## src/rtl/alu_pkg.sv

```systemverilog
// Shared ALU definitions: control code constants and default widths for the
// execute-stage ALU and the blocks that drive it.
package alu_pkg;

  localparam int ALU_DATA_WIDTH = 32;
  localparam int ALU_CTRL_WIDTH = 6;

  localparam logic [ALU_CTRL_WIDTH-1:0] ALU_ADD  = 6'd0;
  localparam logic [ALU_CTRL_WIDTH-1:0] ALU_SUB  = 6'd1;
  localparam logic [ALU_CTRL_WIDTH-1:0] ALU_OR   = 6'd2;
  localparam logic [ALU_CTRL_WIDTH-1:0] ALU_XOR  = 6'd3;
  localparam logic [ALU_CTRL_WIDTH-1:0] ALU_AND  = 6'd4;
  localparam logic [ALU_CTRL_WIDTH-1:0] ALU_SLL  = 6'd5;
  localparam logic [ALU_CTRL_WIDTH-1:0] ALU_SRL  = 6'd6;
  localparam logic [ALU_CTRL_WIDTH-1:0] ALU_SRA  = 6'd7;
  localparam logic [ALU_CTRL_WIDTH-1:0] ALU_SLT  = 6'd8;
  localparam logic [ALU_CTRL_WIDTH-1:0] ALU_SLTU = 6'd9;

endpackage

```

## src/rtl/rsp_slot.sv

```systemverilog
// One-entry valid/ready response register. A load always wins, so a drain and
// a new result in the same cycle keep the slot full with the new data.
module rsp_slot #(
  parameter int DATA_WIDTH = 32
) (
  input  logic                  clock,
  input  logic                  reset_n,
  input  logic                  load,
  input  logic [DATA_WIDTH-1:0] load_data,
  input  logic                  ready,
  output logic                  valid,
  output logic [DATA_WIDTH-1:0] data
);

  logic                  valid_r;
  logic [DATA_WIDTH-1:0] data_r;

  // Slot occupancy and held result; data only changes on a load.
  always_ff @(posedge clock or negedge reset_n) begin
    if (!reset_n) begin
      valid_r <= 1'b0;
      data_r  <= {DATA_WIDTH{1'b0}};
    end else if (load) begin
      valid_r <= 1'b1;
      data_r  <= load_data;
    end else if (valid_r && ready) begin
      valid_r <= 1'b0;
      data_r  <= data_r;
    end else begin
      valid_r <= valid_r;
      data_r  <= data_r;
    end
  end

  assign valid = valid_r;
  assign data  = data_r;

endmodule

```

## src/rtl/alu_arbiter.sv

```systemverilog
// Round-robin arbiter sharing one combinational ALU between the execute stage
// (requester 0) and the address/compare helper (requester 1).
module alu_arbiter
  import alu_pkg::*;
#(
  parameter int DATA_WIDTH = ALU_DATA_WIDTH,
  parameter int CTRL_WIDTH = ALU_CTRL_WIDTH
) (
  input  logic                  clock,
  input  logic                  reset_n,
  input  logic                  req0_valid,
  output logic                  req0_ready,
  input  logic [CTRL_WIDTH-1:0] req0_ctrl,
  input  logic [DATA_WIDTH-1:0] req0_op_a,
  input  logic [DATA_WIDTH-1:0] req0_op_b,
  input  logic                  req1_valid,
  output logic                  req1_ready,
  input  logic [CTRL_WIDTH-1:0] req1_ctrl,
  input  logic [DATA_WIDTH-1:0] req1_op_a,
  input  logic [DATA_WIDTH-1:0] req1_op_b,
  output logic [CTRL_WIDTH-1:0] alu_ctrl,
  output logic [DATA_WIDTH-1:0] alu_op_a,
  output logic [DATA_WIDTH-1:0] alu_op_b,
  input  logic [DATA_WIDTH-1:0] alu_result,
  output logic                  rsp0_valid,
  input  logic                  rsp0_ready,
  output logic [DATA_WIDTH-1:0] rsp0_data,
  output logic                  rsp1_valid,
  input  logic                  rsp1_ready,
  output logic [DATA_WIDTH-1:0] rsp1_data
);

  logic elig0_s;
  logic elig1_s;
  logic grant0_s;
  logic grant1_s;
  logic last_grant_r;

  // Nothing is accepted while reset is held, even though the slots are free.
  assign elig0_s = reset_n && req0_valid && (!rsp0_valid || rsp0_ready);
  assign elig1_s = reset_n && req1_valid && (!rsp1_valid || rsp1_ready);

  // Round-robin pick: on a tie, the requester that did not win last time.
  always_comb begin
    grant0_s = 1'b0;
    grant1_s = 1'b0;
    if (elig0_s && elig1_s) begin
      if (last_grant_r) begin
        grant0_s = 1'b1;
      end else begin
        grant1_s = 1'b1;
      end
    end else if (elig0_s) begin
      grant0_s = 1'b1;
    end else if (elig1_s) begin
      grant1_s = 1'b1;
    end else begin
      grant0_s = 1'b0;
      grant1_s = 1'b0;
    end
  end

  // Remember the last winner; reset value lets requester 0 win the first tie.
  always_ff @(posedge clock or negedge reset_n) begin
    if (!reset_n) begin
      last_grant_r <= 1'b1;
    end else if (grant0_s) begin
      last_grant_r <= 1'b0;
    end else if (grant1_s) begin
      last_grant_r <= 1'b1;
    end else begin
      last_grant_r <= last_grant_r;
    end
  end

  // Steer the granted request onto the shared ALU; idle drives zeros.
  always_comb begin
    alu_ctrl = {CTRL_WIDTH{1'b0}};
    alu_op_a = {DATA_WIDTH{1'b0}};
    alu_op_b = {DATA_WIDTH{1'b0}};
    case ({grant1_s, grant0_s})
      2'b01: begin
        alu_ctrl = req0_ctrl;
        alu_op_a = req0_op_a;
        alu_op_b = req0_op_b;
      end
      2'b10: begin
        alu_ctrl = req1_ctrl;
        alu_op_a = req1_op_a;
        alu_op_b = req1_op_b;
      end
      default: begin
        alu_ctrl = {CTRL_WIDTH{1'b0}};
        alu_op_a = {DATA_WIDTH{1'b0}};
        alu_op_b = {DATA_WIDTH{1'b0}};
      end
    endcase
  end

  assign req0_ready = grant0_s;
  assign req1_ready = grant1_s;

  rsp_slot #(.DATA_WIDTH(DATA_WIDTH)) u_rsp_slot0 (
    .clock     (clock),
    .reset_n   (reset_n),
    .load      (grant0_s),
    .load_data (alu_result),
    .ready     (rsp0_ready),
    .valid     (rsp0_valid),
    .data      (rsp0_data)
  );

  rsp_slot #(.DATA_WIDTH(DATA_WIDTH)) u_rsp_slot1 (
    .clock     (clock),
    .reset_n   (reset_n),
    .load      (grant1_s),
    .load_data (alu_result),
    .ready     (rsp1_ready),
    .valid     (rsp1_valid),
    .data      (rsp1_data)
  );

endmodule

```

## config.mk

```make
export PLATFORM = sky130hd
export DESIGN_NAME = alu_arbiter
export DESIGN_NICKNAME = d
export VERILOG_FILES = /design/src/rtl/alu_pkg.sv /design/src/rtl/rsp_slot.sv /design/src/rtl/alu_arbiter.sv
export SDC_FILE = /design/constraint.sdc
export NUM_CORES = 1
export LEC_CHECK = 0
export CAP_MARGIN = 20
export CORE_AREA = 5 5 120 122
export CTS_CLUSTER_DIAMETER = 60
export CTS_CLUSTER_SIZE = 16
export DETAILED_ROUTE_END_ITERATION = 10
export DIE_AREA = 0 0 125 127
export PLACE_DENSITY = 0.76
export SKIP_CTS_REPAIR_TIMING = 1
export SLEW_MARGIN = 25
export SYNTH_ARGS = -nofsm -noshare
export SYNTH_HDL_FRONTEND = slang
export SYNTH_SLANG_ARGS = --single-unit
```

## constraint.sdc

```tcl
create_clock -name clock -period 8.9 [get_ports clock]
set_input_delay 2.225 -clock clock [delete_from_list [all_inputs] [get_ports clock]]
set_output_delay 2.225 -clock clock [all_outputs]
set_load 0.05 [all_outputs]
```

==> results of run 1 <==
==> state kept, by name, indices dropped and copies added, names as in the netlist <==
| signal | flops |
|---|---|
| last_grant_r | 1 |
| u_rsp_slot0.valid | 1 |
| u_rsp_slot0.data | 32 |
| u_rsp_slot1.data | 32 |
| u_rsp_slot1.valid | 1 |
==> per-layer routing <==
metal | part of all wire [%] | GRT usage [%]
met5 | 0 | 0
met4 | 2.9 | 7.972
met3 | 8.7 | 7.638
met2 | 50 | 34.96
met1 | 38 | 23.36
==> cell usage in the layout (no fill, tap or decap) <==
cell | Yosys | final
sky130_fd_sc_hd__nor2b_1 | 71 | 71
sky130_fd_sc_hd__or2b_1 | 1 | 1
sky130_fd_sc_hd__dfrtp_1 | 66 | 66
sky130_fd_sc_hd__buf_4 | 0 | 8
sky130_fd_sc_hd__a22oi_1 | 70 | 70
sky130_fd_sc_hd__dfstp_2 | 1 | 1
sky130_fd_sc_hd__a211o_4 | 1 | 1
sky130_fd_sc_hd__and2_2 | 1 | 1
sky130_fd_sc_hd__buf_2 | 0 | 1
sky130_fd_sc_hd__inv_6 | 1 | 1
sky130_fd_sc_hd__o211ai_4 | 0 | 1
sky130_fd_sc_hd__clkinvlp_4 | 0 | 1
sky130_fd_sc_hd__nand2b_4 | 1 | 1
sky130_fd_sc_hd__bufinv_16 | 0 | 3
sky130_fd_sc_hd__ha_1 | 3 | 1
sky130_fd_sc_hd__inv_1 | 1 | 1
sky130_fd_sc_hd__nand2_1 | 3 | 3
sky130_fd_sc_hd__clkinv_2 | 0 | 2
sky130_fd_sc_hd__mux2_4 | 26 | 26
sky130_fd_sc_hd__clkdlybuf4s50_1 | 0 | 314
sky130_fd_sc_hd__ha_2 | 0 | 2
sky130_fd_sc_hd__mux2_2 | 39 | 39
sky130_fd_sc_hd__clkbuf_16 | 0 | 9
sky130_fd_sc_hd__clkinv_4 | 0 | 1
sky130_fd_sc_hd__nor2b_4 | 1 | 1
sky130_fd_sc_hd__diode_2 | 0 | 2
==> logic make-up (layout without fill, tap and decap cells) <==
group | Yosys count | count (layout) | share of synthesized area (%)
other | 0 | 2 | 0
adder cells (fa/ha/maj) | 3 | 3 | 0.9925
flip-flops | 67 | 67 | 44.36
AO/OA/AOI/OAI | 72 | 72 | 14.69
buffers and inverters | 31 | 341 | 4.863
multiplexers | 65 | 65 | 21.93
AND/OR/NAND/NOR | 78 | 78 | 13.17
==> critical path, delay by kind of cell <==
kind	cells	cell delay, ps
and+or+nand+nor	2	340
buffers and inverters	4	1950
adders and majority gates	1	610
AOI/OAI and AO/OA	2	550
==> power groups by stage <==
stage               logic [uW]  clock network (uW)  registers, uW
global placement           841                   0            436
floorplan                  231                   0            722
finish                     845                 400            435
detailed placement         847                   0            440
global route               878                 422            445
CTS                        852                 410            437
==> final cells by class <==
class	count	area [um^2]	share of cell area (%)
antenna	2	5.005	0.06764
timing repair buffer	323	3208	43.35
sequential	67	1678	22.68
clock buffer	9	225.2	3.044
clock inverter	7	116.4	1.573
tap	176	220.2	2.976
multi-input combinational	218	1934	26.14
inverter	2	12.51	0.1691
==> worst min path at each step <==
stage / start / to / cells past startpoint
detailed placement: u_rsp_slot0.data[3] / u_rsp_slot0.data[3] / 1
global route: u_rsp_slot1.data[10] / u_rsp_slot1.data[10] / 1
global placement: u_rsp_slot1.data[19] / u_rsp_slot1.data[19] / 1
finish: u_rsp_slot1.data[3] / u_rsp_slot1.data[3] / 1
CTS: u_rsp_slot1.data[10] / u_rsp_slot1.data[10] / 1
floorplan: last_grant_r / last_grant_r / 1
==> metrics by stage <==
stage          hold WS [ps]  total power, uW  std cells  utilization, %
2_1_floorplan         611.7            953.5        316               -
3_3_place_gp          488.7             1277        786           53.90
3_5_place_dp          491.4             1287        786           53.90
4_1_cts               506.1             1699        802           56.51
5_1_grt               519.7             1745        804           56.55
6_report              501.2             1680        804           56.55
==> results, run 1 <==
- The signal on the critical path passes through clkdlybuf4s50_1 > nor2b_1 > a211o_4 > inv_6 > ha_2 > buf_4 > a22oi_1 > nor2b_1 > clkdlybuf4s50_1.
- The number of maximum-capacitance constraint violations is 0.
- Static timing analysis puts the maximum clock frequency at 126.0 MHz.
- Clock latency on the worst-skew pair, taken at its later pin, is 330 ps.
- The number of placement rows is 42.
- The horizontal die dimension is 125 um.
- The leakage power of the design is 0.002809 uW.
- The clock passes through at most 2 buffers.
- The first global-routing pass estimated 25.27 mm of wire.
- The placer's final routability congestion estimate is 0.9379.
- The share of synthesized area in the top cell type comes to 43.67%.
- The initial standard-cell utilization of the core is 28.91%.
- During I/O placement, the number of pins put on the boundary was 316.
- Setup repair after global routing left no endpoint under its margin.
- For the worst setup path, the data required time is 6680 ps.
- Counting flops with a built-in enable in the synthesized netlist gives 0.
- The per-cell via count in the routed design is 4.757.
- The most common cell in the synthesized netlist is sky130_fd_sc_hd__nor2b_1.
- The maximum ir drop on the vdd rail is 89.76 uV.
- Summed over all nets, the switching power comes to 674.1 uW.
- The number of pins exceeding their max-slew limit in the final report was 0.
- In this run the worst hold path is classified as flop to flop.
- The number of setup violations in the final report is 0.
- The area of the placeable core is 13090 um^2.
- The end of the worst register-to-register path is u_rsp_slot0.data[10].
- Counting instances in the post-synthesis netlist gives the leading cell types as sky130_fd_sc_hd__nor2b_1 (71), sky130_fd_sc_hd__a22oi_1 (70), sky130_fd_sc_hd__dfrtp_1 (66), sky130_fd_sc_hd__mux2_2 (39), sky130_fd_sc_hd__mux2_4 (26).
- The number of warnings printed during yosys synthesis is 0.
- The final total negative setup slack is 0 ps.
- Counting cells, the worst reg-to-reg path comes to 4.
- The number of buffers added on ports is 315.
- Cells with a size suffix above 1 make up 15.81% of the layout.
- The synthesized net count is 497.
- The routed design could run at a clock period as short as 7935 ps.
- STA classifies the critical path startpoint as an input port.
- After clock tree synthesis, the clock-pin slew on the worst setup and hold paths is 50 ps.
- The synthesized instance count is 316.
- At the placement stage, the worst setup path has a slack of 971.9 ps.
- The via count of the first global-routing pass is 4276.
- For this run, the detailed router's first-pass iteration total came to 4.
- STA classifies the critical path endpoint as a primary output.
- For this run, design rule violations remaining after detail routing come to 0.
- The clock share of power is 23.8%.
- The setup slack of the critical path after layout is 964.5 ps.
- The per-cell routed wire length is 21.07 um.
- The number of failing hold endpoints at the final stage is 0.
- The HPWL reported at the end of detailed placement is 13.60 mm.
- The total number of vias is 3825.
- The worst slew margin relative to its limit is 44.93%.
- After synthesis, the cell types taking the most area are sky130_fd_sc_hd__dfrtp_1 (44%), sky130_fd_sc_hd__a22oi_1 (14%), sky130_fd_sc_hd__nor2b_1 (12%).
- The worst path uses 89.16% of the clock period.
- For this run, the register share of the synthesized area comes to 44.36%.
- The slowest library cell on the worst path is sky130_fd_sc_hd__clkdlybuf4s50_1.
- Measured along the y axis, the die boundary spans 127 um.
- The most used flip-flop cell after synthesis is sky130_fd_sc_hd__dfrtp_1.
- The worst flop-to-flop path startpoint is last_grant_r.
- The startpoint of the most critical setup path is req1_valid.
- The mean post-synth cell area is 11.97 um^2.
- The count of antenna-violating nets left after detailed routing is 0.
- In the final design database the tool counted 802 nets.
- The pin slew with the least headroom to its limit is 826.1 ps.
- The total congestion overflow is 0.
- The flow ran to the end, and the final reports show no timing, DRC or antenna violations.
- Of all nets on the critical path, the largest fanout is 29.
- TritonCTS built the clock tree.
- For this run, the total global-route usage over all layers was measured as 20.46%.
- Summing all non-filler instances in the final layout gives an area of 7400 um^2.
- The reg-to-reg setup timing slack is 7030 ps.
- Power spread over the standard cell area amounts to 227.0 nW/um^2.
- The clock root buffer master is sky130_fd_sc_hd__clkbuf_16.
- The clock sink count is 67.
- Clock tree synthesis inserted a total of 9 buffers.
- The end of the critical path is alu_op_a[21].
- The number of different library cells used by synthesis comes to 19.
- For this run, the slowest stage of the critical path takes 850 ps.
- The filler cells instantiated in the layout total 1085.
- In this run, the number of DRC markers left after iteration 0 of detailed routing was 148.
- The relative contribution of combinational cells to total power is 50.3%.
- The fraction of power consumed by sequential logic is 25.9%.
- The fraction of registers with async set/reset is 100.0%.
- The H-tree depth reported by CTS is 3.
- After synthesis the cells add up to 3782 um^2.
- The floorplan die area is 15880 um^2.
- The synthesis-stage register bit count is 67.
- The maximum number of pins on one net before global-route repair is 68.
- The initial antenna violation count is 2.
- Summing all placed instances gives a cell area of 7053 um^2.
- For the worst setup path, the data arrival time is 5710 ps.
- The maximum clock skew at final layout is 4.593 ps.
- Net switching is 40.13% of the power.
- The biggest area contributor in the post-synthesis netlist is sky130_fd_sc_hd__dfrtp_1.
- The classification of the worst setup path is input port to primary output.
- The relative area change from synthesis to final layout is 95.63%.
- The internal power of the cells totals 1006 uW.
- After detailed routing, the total wire length is 16.94 mm.
Power figures use the tool's default switching activity.
==> run 2, diff against run 1 <==
--- a/config.mk
+++ b/config.mk
@@ -6,12 +6,13 @@
 export NUM_CORES = 1
 export LEC_CHECK = 0
 export CAP_MARGIN = 20
-export CORE_AREA = 5 5 120 122
+export CORE_AREA = 2 2 124 126
 export CTS_CLUSTER_DIAMETER = 60
 export CTS_CLUSTER_SIZE = 16
 export DETAILED_ROUTE_END_ITERATION = 10
-export DIE_AREA = 0 0 125 127
-export PLACE_DENSITY = 0.76
+export DIE_AREA = 0 0 126 128
+export PLACE_DENSITY = 0.69
+export RECOVER_POWER = 50
 export SKIP_CTS_REPAIR_TIMING = 1
 export SLEW_MARGIN = 25
 export SYNTH_ARGS = -nofsm -noshare
==> run 2 against run 1 <==
The run now ends with capacitance limit, slew limit left. Clock power shrank 23%. Power shrank 7.5%. Final cell count is 0.87% higher. Final area fell by 1.5%. Via count decreased by 2.4%. Core utilization shrank 7.5 points. Clock-buffer cell count grew 4. Non-clock buffer count is 3 lower. Global-route usage fell by 2.9 points. Critical path type unchanged. Critical endpoint is now alu_op_b[31]. Largest power group unchanged.
==> results, run 2 (synthesis gave the netlist of run 1 again) <==
- The timing-limited maximum frequency is 124.7 MHz.
- The via count of the first global-routing pass is 4059.
- In this run, CTS created clock tree buffers numbering 9.
- Of all nets on the critical path, the largest fanout is 62.
- The maximum ir drop on the vdd rail is 102.0 uV.
- 316 I/O pins were placed.
- The initial antenna violation count was 1.
- The classification of the worst setup path is input port to primary output.
- The per-cell routed wire length is 18.02 um.
- Along the worst hold path, the cell count comes to 1.
- The final reports fail on capacitance limit, slew limit.
- The chip height is 128 um.
- The detailed-routing iteration count for the pre-antenna-repair pass is 4.
- TritonCTS built the clock tree.
- For the worst-skew pair, the clock arrives at the later sink with an insertion delay of 320 ps.
- The area of the placeable core is 14860 um^2.
- The data required time of the worst path is 6680 ps.
- The worst hold-check path type is flop to flop.
- The die covers 16130 um^2.
- The number of pins exceeding their max-slew limit in the final report is 35.
- Using the TritonRoute via totals, the vias-per-cell ratio works out to 4.604.
- The startpoint kind of the worst setup timing path is an input port.
- The number of buffers added on ports is 315.
- The H-tree depth reported by CTS is 3.
- The tool flagged a number of max-cap violations equal to 1.
- Leaving out fill and tap cells, the most frequent cells in the layout are sky130_fd_sc_hd__clkdlybuf4s50_1 (270), sky130_fd_sc_hd__nor2b_1 (71), sky130_fd_sc_hd__a22oi_1 (70).
- The initialized floorplan defines 45 standard-cell rows.
- The detail route stage leaves a number of antenna-violating nets equal to 0.
- The placer's final routability congestion estimate is 0.8528.
- The power density normalized to cell area is 213.3 nW/um^2.
- The net count reported at finish is 799.
- Setup slack on the worst reg-to-reg path comes out at 6730 ps.
- After detailed routing, the number of remaining DRC violations is 0.
- The core occupancy in the finished layout is 49.02%.
- The worst hold endpoint is u_rsp_slot0.data[31].
- The relative area change from synthesis to final layout is 92.62%.
- The worst path in the final design needs a cycle of 8019 ps, including I/O delays and setup.
- The detailed router placed 3734 vias in this run.
- The first global-routing pass estimated 22.42 mm of wire.
- The clock sink count is 67.
- The endpoint identified for the worst register-to-register timing path is u_rsp_slot1.data[2].
- For this configuration, the core starts out at a cell density of 25.45%.
- In this run the most critical hold path is launched from u_rsp_slot0.data[31].
- Once layout is done, the placed cells without fillers occupy 7286 um^2.
- After routing, the total negative slack on setup checks comes to 0 ps.
- No sink is reached through more buffers than the 2 on the longest clock path.
- Clock-pin slew was measured on the worst setup and hold paths at 50 ps.
- Setup violations remaining at the end of the flow were counted as 0.
- In this run the static leakage power is 0.002734 uW.
- The fraction of layout cells with a size suffix above 1 is 13.34%.
- Measured in cells, the most critical reg-to-reg path has a length of 4.
- The horizontal die dimension is 126 um.
- The clock arrives with 5.477 ps of skew.
- Setup repair after global routing left no endpoint under its margin.
- The endpoint class of the critical path is a primary output.
- The total congestion overflow is 0.
- The post-placement cell area is 7061 um^2.
- The final cycle utilization of the critical path is 90.10%.
- The setup slack of the critical path after layout is 880.9 ps.
- Once detailed placement completed, the half-perimeter wirelength came to 11.30 mm.
- Data on the critical path arrives at its endpoint at 5790 ps.
- The worst hold slack after final layout is 494.7 ps.
- The initial detailed-routing violation count is 116.
- The maximum number of pins on one net before global-route repair is 71.
- The startpoint identified for the worst register-to-register timing path is last_grant_r.
- The most common library cell in the layout ignoring fill and taps is sky130_fd_sc_hd__clkdlybuf4s50_1.
- The clock root buffer master is sky130_fd_sc_hd__clkbuf_16.
- The pin slew with the least headroom to its limit is 1789 ps.
- After detailed routing, the total wire length is 14.61 mm.
- The worst setup timing slack at the placement stage is 1086 ps.
- In this run the tightest slew margin relative to its limit is -19.30%.
- The flow ran to the end, but the final reports show violations.
- The overall routing resource usage is 17.60%.
- The number of failing hold endpoints at the final stage was 0.
-- run 2: routing by layer --
metal / track usage [%] / share of wire, % / vias up
met5: 0 / 0 / -
met4: 5.947 / 2.3 / 0
met3: 5.175 / 8.0 / 18
met2: 29.63 / 49 / 174
met1: 21.63 / 41 / 1792
li1: - / - / 1750
-- run 2: how the worst max path moves through the flow --
stage                           from           end  slack (ps)  cells after the start
after global routing         reset_n  alu_op_b[23]         660                      7
after detailed placement  rsp0_ready  alu_op_b[26]        1090                      6
after global placement    rsp0_ready  alu_op_b[26]        1150                      6
after floorplan           rsp0_ready   alu_ctrl[0]        2060                      9
final                     req1_valid  alu_op_b[31]         880                      8
after CTS                 rsp0_ready  alu_op_b[26]        1090                      6
-- run 2: final cells by class --
class	instances	area [um^2]
fill	1339	7579
clock inverter	2	12.51
inverter	2	12.51
antenna	1	2.502
timing repair buffer	320	3193
tap	188	235.2
sequential	67	1678
clock buffer	13	250.2
multi-input combinational	218	1902
-- run 2: through the flow --
step           instances  total power [uW]
2_1_floorplan        316             953.5
3_3_place_gp         795              1273
3_5_place_dp         795              1282
4_1_cts              810              1604
5_1_grt              811              1624
6_report             811              1554
-- run 2: report_power, final --
part | internal, uW | switching, uW
Combinational | 318 | 494
Clock | 194 | 116
Sequential | 388 | 43.2
Total | 901 | 653
-- run 2: critical path, stage by stage --
cell                              delay (ps)
sky130_fd_sc_hd__dlygate4sd3_1           540
sky130_fd_sc_hd__nor2b_1                 160
sky130_fd_sc_hd__a211o_1                 620
sky130_fd_sc_hd__ha_2                    420
sky130_fd_sc_hd__buf_4                   540
sky130_fd_sc_hd__a22oi_1                 260
sky130_fd_sc_hd__nor2b_1                 170
sky130_fd_sc_hd__clkdlybuf4s50_1         810
